[src/rtl/bcd_display_scan.sv]
// rtl/bcd_display_scan.sv - multiplexed 8-digit BCD 7-segment scanner with frame snapshot
module bcd_display_scan #(
  parameter int SCAN_DIV       = 50000,
  parameter int BLANK_CYC      = 2,
  parameter int SEG_ACTIVE_LOW = 1,
  parameter int AN_ACTIVE_LOW  = 1
) (
  input  logic        clock,
  input  logic        reset,
  input  logic [31:0] bcd,
  input  logic        blank_all,
  output logic [6:0]  seg,
  output logic        dp,
  output logic [7:0]  anode,
  output logic        frame_start
);

  localparam int CW = (SCAN_DIV > 1) ? $clog2(SCAN_DIV) : 1;
  localparam logic [CW-1:0] CNT_LAST  = CW'(SCAN_DIV - 1);
  localparam logic [CW-1:0] BLANK_END = CW'(BLANK_CYC);
  localparam logic [6:0]    SEG_INV   = (SEG_ACTIVE_LOW != 0) ? 7'h7F : 7'h00;
  localparam logic          DP_INV    = (SEG_ACTIVE_LOW != 0);
  localparam logic [7:0]    AN_INV    = (AN_ACTIVE_LOW != 0) ? 8'hFF : 8'h00;

  logic [CW-1:0] cnt;
  logic [2:0]    idx;
  logic [31:0]   snap;
  logic          tick;
  logic          reload;
  logic          reload_d;
  // Holds the display dark between reset release and the first snapshot load,
  // so the reset-state digit 7 never flashes.
  logic          running;

  logic [3:0]    nib;
  logic [6:0]    seg_dec;
  logic          dp_dec;
  logic          lit;
  logic [7:0]    an_dec;

  assign tick   = (cnt == CNT_LAST);
  assign reload = tick && (idx == 3'd7);

  // Slot counter, digit index and frame snapshot
  always_ff @(posedge clock) begin
    if (reset) begin
      cnt      <= CNT_LAST;
      idx      <= 3'd7;
      snap     <= 32'hFFFF_FFFF;
      reload_d <= 1'b0;
      running  <= 1'b0;
    end else begin
      cnt      <= tick ? '0 : cnt + CW'(1);
      reload_d <= reload;
      if (tick) begin
        idx <= idx + 3'd1;
      end
      if (reload) begin
        snap    <= bcd;
        running <= 1'b1;
      end
    end
  end

  // Nibble decode and one-hot anode selection for the current slot
  always_comb begin
    nib     = snap[{idx, 2'b00} +: 4];
    seg_dec = 7'h00;
    dp_dec  = 1'b0;
    case (nib)
      4'h0: seg_dec = 7'h3F;
      4'h1: seg_dec = 7'h06;
      4'h2: seg_dec = 7'h5B;
      4'h3: seg_dec = 7'h4F;
      4'h4: seg_dec = 7'h66;
      4'h5: seg_dec = 7'h6D;
      4'h6: seg_dec = 7'h7D;
      4'h7: seg_dec = 7'h07;
      4'h8: seg_dec = 7'h7F;
      4'h9: seg_dec = 7'h6F;
      4'hA, 4'hB, 4'hC, 4'hD: seg_dec = 7'h40;
      4'hE: dp_dec = 1'b1;
      default: seg_dec = 7'h00;
    endcase
    lit    = running && !blank_all && (cnt >= BLANK_END);
    an_dec = lit ? (8'b1 << idx) : 8'h00;
  end

  // Registered, polarity-corrected pin drivers
  always_ff @(posedge clock) begin
    if (reset) begin
      seg         <= SEG_INV;
      dp          <= DP_INV;
      anode       <= AN_INV;
      frame_start <= 1'b0;
    end else begin
      seg         <= (running ? seg_dec : 7'h00) ^ SEG_INV;
      dp          <= (running && dp_dec) ^ DP_INV;
      anode       <= an_dec ^ AN_INV;
      frame_start <= reload_d;
    end
  end

endmodule

[config.mk]
export PLATFORM = sky130hd
export DESIGN_NAME = bcd_display_scan
export DESIGN_NICKNAME = d
export VERILOG_FILES = /design/src/rtl/bcd_display_scan.sv
export SDC_FILE = /design/constraint.sdc
export NUM_CORES = 1
export LEC_CHECK = 0
export CORE_MARGIN = 2
export CORE_UTILIZATION = 60
export CTS_CLUSTER_DIAMETER = 50
export DETAILED_ROUTE_END_ITERATION = 10
export DONT_BUFFER_PORTS = 1
export HOLD_SLACK_MARGIN = 0.05
export PLACE_DENSITY = 0.76
export SETUP_SLACK_MARGIN = 0.4
export SLEW_MARGIN = 20
export SYNTH_ARGS = -nofsm -noshare
export SYNTH_HDL_FRONTEND = slang
export SYNTH_SLANG_ARGS = --single-unit
[constraint.sdc]
create_clock -name clock -period 2.9 [get_ports clock]
set_input_delay 0.435 -clock clock [delete_from_list [all_inputs] [get_ports clock]]
set_output_delay 0.435 -clock clock [all_outputs]
set_load 0.005 [all_outputs]
==> results of run 1 <==
## final timing paths
kind / startpoint / to / cells past startpoint
max: cnt[0]$_SDFF_PP1_ / snap[10]$_SDFFE_PP1P_ / 7
min: reset / frame_start$_SDFF_PP0_ / 1
max reg2reg: cnt[0]$_SDFF_PP1_ / snap[10]$_SDFFE_PP1P_ / 7
min reg2reg: reload_d$_SDFF_PP0_ / frame_start$_SDFF_PP0_ / 1
## worst register-to-register path: stages (launching register included)
cell	delay (ns)
dfxtp_1	0.39
ha_1	0.22
nand3_1	0.16
or3_1	0.45
nor4_4	0.24
buf_12	0.30
nor2b_1	0.10
a211o_1	0.27
## synth_stat cells (4+ instances only)
library cell / instances
a211o_1: 34
and2_1: 4
buf_4: 4
clkbuf_1: 9
dfxtp_1: 70
ha_1: 8
inv_1: 10
mux4_2: 8
nand2_1: 19
nand3_1: 8
nand4_1: 4
nor2_1: 21
nor2b_1: 34
nor3_1: 7
o21bai_1: 5
xnor2_1: 11
## state kept, by name, summed over array words and instances (netlist names)
| signal | flops |
|---|---|
| anode | 8 |
| cnt | 16 |
| dp | 1 |
| frame_start | 1 |
| idx | 3 |
| reload_d | 1 |
| running | 1 |
| seg | 7 |
| snap | 32 |
## metal layers
metal	track usage, %	wire length, um
met2	32.4	2570
met1	26.6	2460
met5	0	0
met3	5.69	276
met4	8.19	30
## kinds of logic (layout without fill, tap and decap cells)
family,Yosys count,after routing,synth area share (%)
AOI/OAI and AO/OA,53,53,14.0
xor gates and xnor gates,14,14,4.00
adders and majority gates,8,8,3.27
buffers and inverters,30,32,4.99
DFF,70,70,45.8
muxes,13,13,7.76
and+or+nand+nor,114,114,20.2
## power by group
group,switching (mW),leakage [nW],internal (mW),total [mW]
clock,0.334,0.120,0.554,0.888
sequential,0.217,0.572,1.30,1.52
combinational,0.845,0.540,0.821,1.67
total,1.40,1.23,2.68,4.07
## final cells by class
class / count / area share [%]
clock buffers: 13 / 5.08
clock inverters: 3 / 1.96
inverters: 12 / 1.36
multi-input cells: 202 / 45.6
flip-flops and latches: 70 / 42.2
well taps: 67 / 2.52
repair buffers: 4 / 1.28
## cells in the final DEF, fill, tap and decap left out, types with 2 or more instances in the layout
| cell type | instances |
|---|---|
| dfxtp_1 | 70 |
| nor2b_1 | 34 |
| a211o_1 | 34 |
| nor2_1 | 21 |
| nand2_1 | 19 |
| clkbuf_8 | 12 |
| xnor2_1 | 11 |
| inv_1 | 10 |
| nand3_1 | 8 |
| mux4_2 | 8 |
| ha_1 | 8 |
| nor3_1 | 7 |
| o21bai_1 | 5 |
| and2_1 | 4 |
| nand4_1 | 4 |
| nor4_1 | 3 |
| nand2b_1 | 3 |
| mux2_2 | 3 |
| xor2_1 | 3 |
| buf_4 | 3 |
| a21oi_1 | 2 |
| o21ai_1 | 2 |
| o21ai_0 | 2 |
| and4_1 | 2 |
| or2_2 | 2 |
| bufinv_16 | 2 |
## through the flow
stage	power [mW]	utilization, %
5_1_grt	4.38	69.0
2_1_floorplan	2.92	-
3_5_place_dp	3.19	64.1
4_1_cts	4.09	69.0
3_3_place_gp	3.14	64.1
6_report	4.07	69.0
==> impl_metrics.env, run 1 <==
export IMPL_synthTopCellsByArea="dfxtp_1 46%, a211o_1 9.7%, nor2b_1 6.9%, mux4_2 5.9%, ha_1 3.3%"
export IMPL_coreArea_sq_um=4820
export IMPL_grt_first_pass_wirelength_um=8780
export IMPL_status="finished, final reports clean"
export IMPL_netlist_instances=302
export IMPL_final_cells=371
export IMPL_critPathMaxFanout=65
export IMPL_die_y_um=75.4
export IMPL_die_area_sq_um=5690
export IMPL_hold_viol=0
export IMPL_grt_pass1_vias=1964
export IMPL_clkTransAtPathRegs_ns=0.07
export IMPL_grt_max_degree=66
export IMPL_yosysWarnings=0
export IMPL_tns_ns=0
export IMPL_die_w_um=75.4
export IMPL_async_flop_share_pct=0
export IMPL_period_minus_slack_ns=2.25
export IMPL_fmax_mhz=445
export IMPL_overflow=0
export IMPL_p_leak_nw=1.23
export IMPL_rsz0062_at_grt="no"
export IMPL_area_growth_pct=8.54
export IMPL_cts_buffers=9
export IMPL_final_setup_viol_count=0
export IMPL_antenna_cells=0
export IMPL_htreeDepth=3
export IMPL_seq_area_sq_um=1400
export IMPL_cts_max_path_buffers=2
export IMPL_slowest_delay_ns=0.45
export IMPL_cts_root_buf="clkbuf_8"
export IMPL_crit_buf_inv=1
export IMPL_drc=0
export IMPL_holdCritPathClass="in -> reg"
export IMPL_avgViaCountPerCell=5.57
export IMPL_synth_fp_nets=345
export IMPL_ir_worst_vdd_uv=829
export IMPL_dpl_hpwl_um=3680
export IMPL_clock_latency_ns=0.33
export IMPL_powerDensity_nw_per_um2=1230
export IMPL_multi_input_area_sq_um=1520
export IMPL_reg2reg_setup_slack_ns=0.65
export IMPL_synth_seq_cells=70
export IMPL_fin_crit_sh_pct=77.4
export IMPL_drtIter0Drc=108
export IMPL_max_cap_violations=0
export IMPL_gp_congestion=0.808
export IMPL_tightest_slew_ns=0.635
export IMPL_drt_total_wl_um=5340
export IMPL_drtPass1Iterations=4
export IMPL_cts_num_sinks=70
export IMPL_yosysTopAreaCell="dfxtp_1"
export IMPL_maxSlewHeadroom_pct=57.6
export IMPL_ant_nets=0
export IMPL_num_vias=2065
export IMPL_netlist_area_sq_um=3060
export IMPL_setup_ws_ns=0.654
export IMPL_cts_resized=0
export IMPL_drive_above_1_share_pct=12.2
export IMPL_synth_seq_area_share_pct=45.8
export IMPL_worst_hold_slack_ns=0.163
export IMPL_place_ws_ns=0.675
export IMPL_io_pins=52
export IMPL_layout_nets=342
export IMPL_crit_family="simple AND/OR/NAND/NOR gates"
export IMPL_fill_cells=395
export IMPL_stdcell_area_sq_um=3320
export IMPL_synth_top_area_share_pct=45.8
export IMPL_io_buffers=0
export IMPL_cts_tree="done"
export IMPL_post_cts_buffers=0
export IMPL_synth_distinct_cells=45
export IMPL_cpMaxStageDelayCell="or3_1"
export IMPL_start_util_pct=63.6
export IMPL_cts_hold_buf=0
export IMPL_grtUsageTotal_pct=20.5
export IMPL_grt_antenna_before_repair=0
export IMPL_start_kind="flop"
export IMPL_numPlacedInstances=355
export IMPL_crit_path_cell_trace="ha_1 -> nand3_1 -> or3_1 -> nor4_4 -> buf_12 -> nor2b_1 -> a211o_1"
export IMPL_row_count=25
export IMPL_maxSlewViolCount=0
export IMPL_critPathKind="reg -> reg"
export IMPL_clock_skew_ns=0.00817
export IMPL_synth_area_per_cell_sq_um=10.1
export IMPL_ys_flop_type="dfxtp_1"
export IMPL_worstPathRequired_ns=3.11
export IMPL_routedWlPerCell_um=14.4
export IMPL_place_area_sq_um=3090
export IMPL_synth_edf_count=0
export IMPL_arrival_ns=2.46
export IMPL_cp_end_kind="flop"
No activity file was read; power rests on OpenSTA's default activity.
==> inputs of run 2 (changes only) <==
--- a/config.mk
+++ b/config.mk
@@ -6,12 +6,12 @@
 export NUM_CORES = 1
 export LEC_CHECK = 0
 export CORE_MARGIN = 2
-export CORE_UTILIZATION = 60
+export CORE_UTILIZATION = 56
 export CTS_CLUSTER_DIAMETER = 50
 export DETAILED_ROUTE_END_ITERATION = 10
 export DONT_BUFFER_PORTS = 1
 export HOLD_SLACK_MARGIN = 0.05
-export PLACE_DENSITY = 0.76
+export PLACE_DENSITY = 0.74
 export SETUP_SLACK_MARGIN = 0.4
 export SLEW_MARGIN = 20
 export SYNTH_ARGS = -nofsm -noshare
==> constraint.sdc (replaced) <==
create_clock -name clock -period 1.9 [get_ports clock]
set_input_delay 0.285 -clock clock [delete_from_list [all_inputs] [get_ports clock]]
set_output_delay 0.285 -clock clock [all_outputs]
set_load 0.005 [all_outputs]
==> run 2 against run 1 <==
  * The run now ends with negative setup slack left
  * Register-to-register slack got worse by 0.77 ns
  * Combinational power rose to 3.2 times the previous value
  * Non-clock buffer count rose by 86
  * Fmax rose by 11%
  * Highest routed layer unchanged
  * Setup slack got worse by 0.77 ns
  * Via count rose by 36%
  * Cell area rose by 36%
  * Routed wire length rose by 92%
==> impl_metrics.env, run 2 (synthesis results as in run 1) <==
export IMPL_critPathMaxFanout=6
export IMPL_maxSlewHeadroom_pct=80.6
export IMPL_ant_nets=0
export IMPL_fmax_mhz=496
export IMPL_fin_crit_sh_pct=106
export IMPL_drive_above_1_share_pct=36.9
export IMPL_clock_skew_ns=0.0174
export IMPL_start_util_pct=58.8
export IMPL_powerDensity_nw_per_um2=2000
export IMPL_die_area_sq_um=6070
export IMPL_io_pins=52
export IMPL_grt_pass1_vias=2706
export IMPL_crit_buf_inv=5
export IMPL_row_count=26
export IMPL_top_regs="snap (32), cnt (16), anode (8)"
export IMPL_cts_root_buf="clkbuf_8"
export IMPL_slowest_delay_ns=0.39
export IMPL_cp_end_kind="flop"
export IMPL_crit_family="buffers and inverters"
export IMPL_start_kind="flop"
export IMPL_cts_tree="done"
export IMPL_holdCritPathClass="in -> reg"
export IMPL_place_area_sq_um=3400
export IMPL_drtIter0Drc=174
export IMPL_avgViaCountPerCell=6.10
export IMPL_crit_path_cell_trace="buf_6 -> ha_4 -> ha_4 -> inv_2 -> nor4_4 -> buf_6 -> buf_12 -> buf_16 -> nor2b_1 -> a211o_1"
export IMPL_max_cap_violations=0
export IMPL_status="complete, but fails checks"
export IMPL_final_cells=460
export IMPL_cts_max_path_buffers=2
export IMPL_worst_hold_slack_ns=0.0507
export IMPL_gp_congestion=0.786
export IMPL_final_common_cell="dfxtp_1"
export IMPL_htreeDepth=3
export IMPL_drtPass1Iterations=5
export IMPL_grt_max_degree=43
export IMPL_final_setup_viol_count=37
export IMPL_overflow=0
export IMPL_rsz0062_at_grt="yes"
export IMPL_top_register="snap"
export IMPL_setup_ws_ns=-0.115
export IMPL_cp_depth=10
export IMPL_grtUsageTotal_pct=29.5
export IMPL_dpl_hpwl_um=4130
export IMPL_coreArea_sq_um=5200
export IMPL_failed_checks="negative setup slack"
export IMPL_layout_nets=428
export IMPL_holdPathStages=2
export IMPL_largest_reg_flops=32
export IMPL_drt_total_wl_um=10300
export IMPL_utilization_pct=86.8
export IMPL_antenna_cells=0
export IMPL_numPlacedInstances=390
export IMPL_fill_cells=218
export IMPL_period_minus_slack_ns=2.01
export IMPL_hold_viol=0
export IMPL_cts_num_sinks=70
export IMPL_clock_latency_ns=0.36
export IMPL_area_growth_pct=47.6
export IMPL_tightest_slew_ns=0.291
export IMPL_num_vias=2808
export IMPL_clkTransAtPathRegs_ns=0.09
export IMPL_die_w_um=77.9
export IMPL_critPathKind="reg -> reg"
export IMPL_worstPathRequired_ns=2.14
export IMPL_die_y_um=77.9
export IMPL_grt_first_pass_wirelength_um=13500
export IMPL_p_leak_nw=1.80
export IMPL_routedWlPerCell_um=22.3
export IMPL_mostFrequentLayoutCells="64 x dfxtp_1, 36 x buf_4, 34 x a211o_1"
export IMPL_drc=0
export IMPL_stdcell_area_sq_um=4520
export IMPL_ir_worst_vdd_uv=1300
export IMPL_io_buffers=0
export IMPL_arrival_ns=2.26
export IMPL_maxSlewViolCount=0
export IMPL_cts_buffers=9
export IMPL_r2r_cells=10
export IMPL_cpMaxStageDelayCell="dfxtp_2"
export IMPL_grt_antenna_before_repair=0
-- run 2: final timing paths --
path	from	endpoint	slack (ns)
setup / recovery	idx[0]$_SDFFE_PP1N_	snap[13]$_SDFFE_PP1P_	-0.11
hold / removal	reset	idx[1]$_SDFFE_PP1N_	0.05
setup reg to reg	idx[0]$_SDFFE_PP1N_	snap[13]$_SDFFE_PP1P_	-0.11
hold reg to reg	reload_d$_SDFF_PP0_	frame_start$_SDFF_PP0_	0.47
-- run 2: repair_timing --
| action | CTS | global route |
|---|---|---|
| endpoints found under the hold margin | 42 | 5 |
| setup endpoints to repair | 58 | 65 |
| resized for setup | 44 | 26 |
| pin swaps | 41 | 2 |
| hold buffers | 21 | 5 |
| buffers inserted | 18 | 3 |
| gates cloned | 6 | 1 |
-- run 2: layout make-up --
| cell class | count | area (sq um) | share of cell area [%] |
|---|---|---|---|
| clock buffer | 10 | 149 | 3.30 |
| clock inverter | 6 | 67.6 | 1.50 |
| inverter | 12 | 48.8 | 1.08 |
| multi-input combinational | 202 | 1730 | 38.3 |
| sequential | 70 | 1410 | 31.2 |
| tap | 70 | 87.6 | 1.94 |
| timing repair buffer | 90 | 1020 | 22.7 |
-- run 2: metrics by stage --
step                setup TNS [ns]  setup slack (ns)  total power, mW
floorplan                 -0.00669          -0.00349             4.55
finish                       -2.40            -0.115             9.05
CTS                        -0.0374           -0.0247             8.19
detailed placement           -2.37            -0.113             5.46
global route                 -3.49            -0.146             9.38
global placement            -0.413           -0.0391             5.36
-- run 2: where the power goes --
group / leakage [nW] / internal, mW / total [mW] / switching [mW]
Sequential: 0.572 / 2.00 / 2.38 / 0.382
Clock: 0.104 / 0.691 / 1.33 / 0.639
Combinational: 1.13 / 2.95 / 5.35 / 2.40
Total: 1.80 / 5.64 / 9.05 / 3.42
-- run 2: worst register-to-register path, delay by kind of cell (launching register included) --
kind	cells	cell delay, ns
buffers and inverters	5	0.64
DFF	1	0.39
and+or+nand+nor	2	0.32
adders and majority gates	2	0.28
AOI/OAI and AO/OA	1	0.28
-- run 2: metal layers --
layer | GRT usage [%] | wire length, um
met3 | 6.51 | 549
met1 | 34.2 | 3910
met5 | 0 | 0
met2 | 52.1 | 5410
met4 | 12.8 | 395
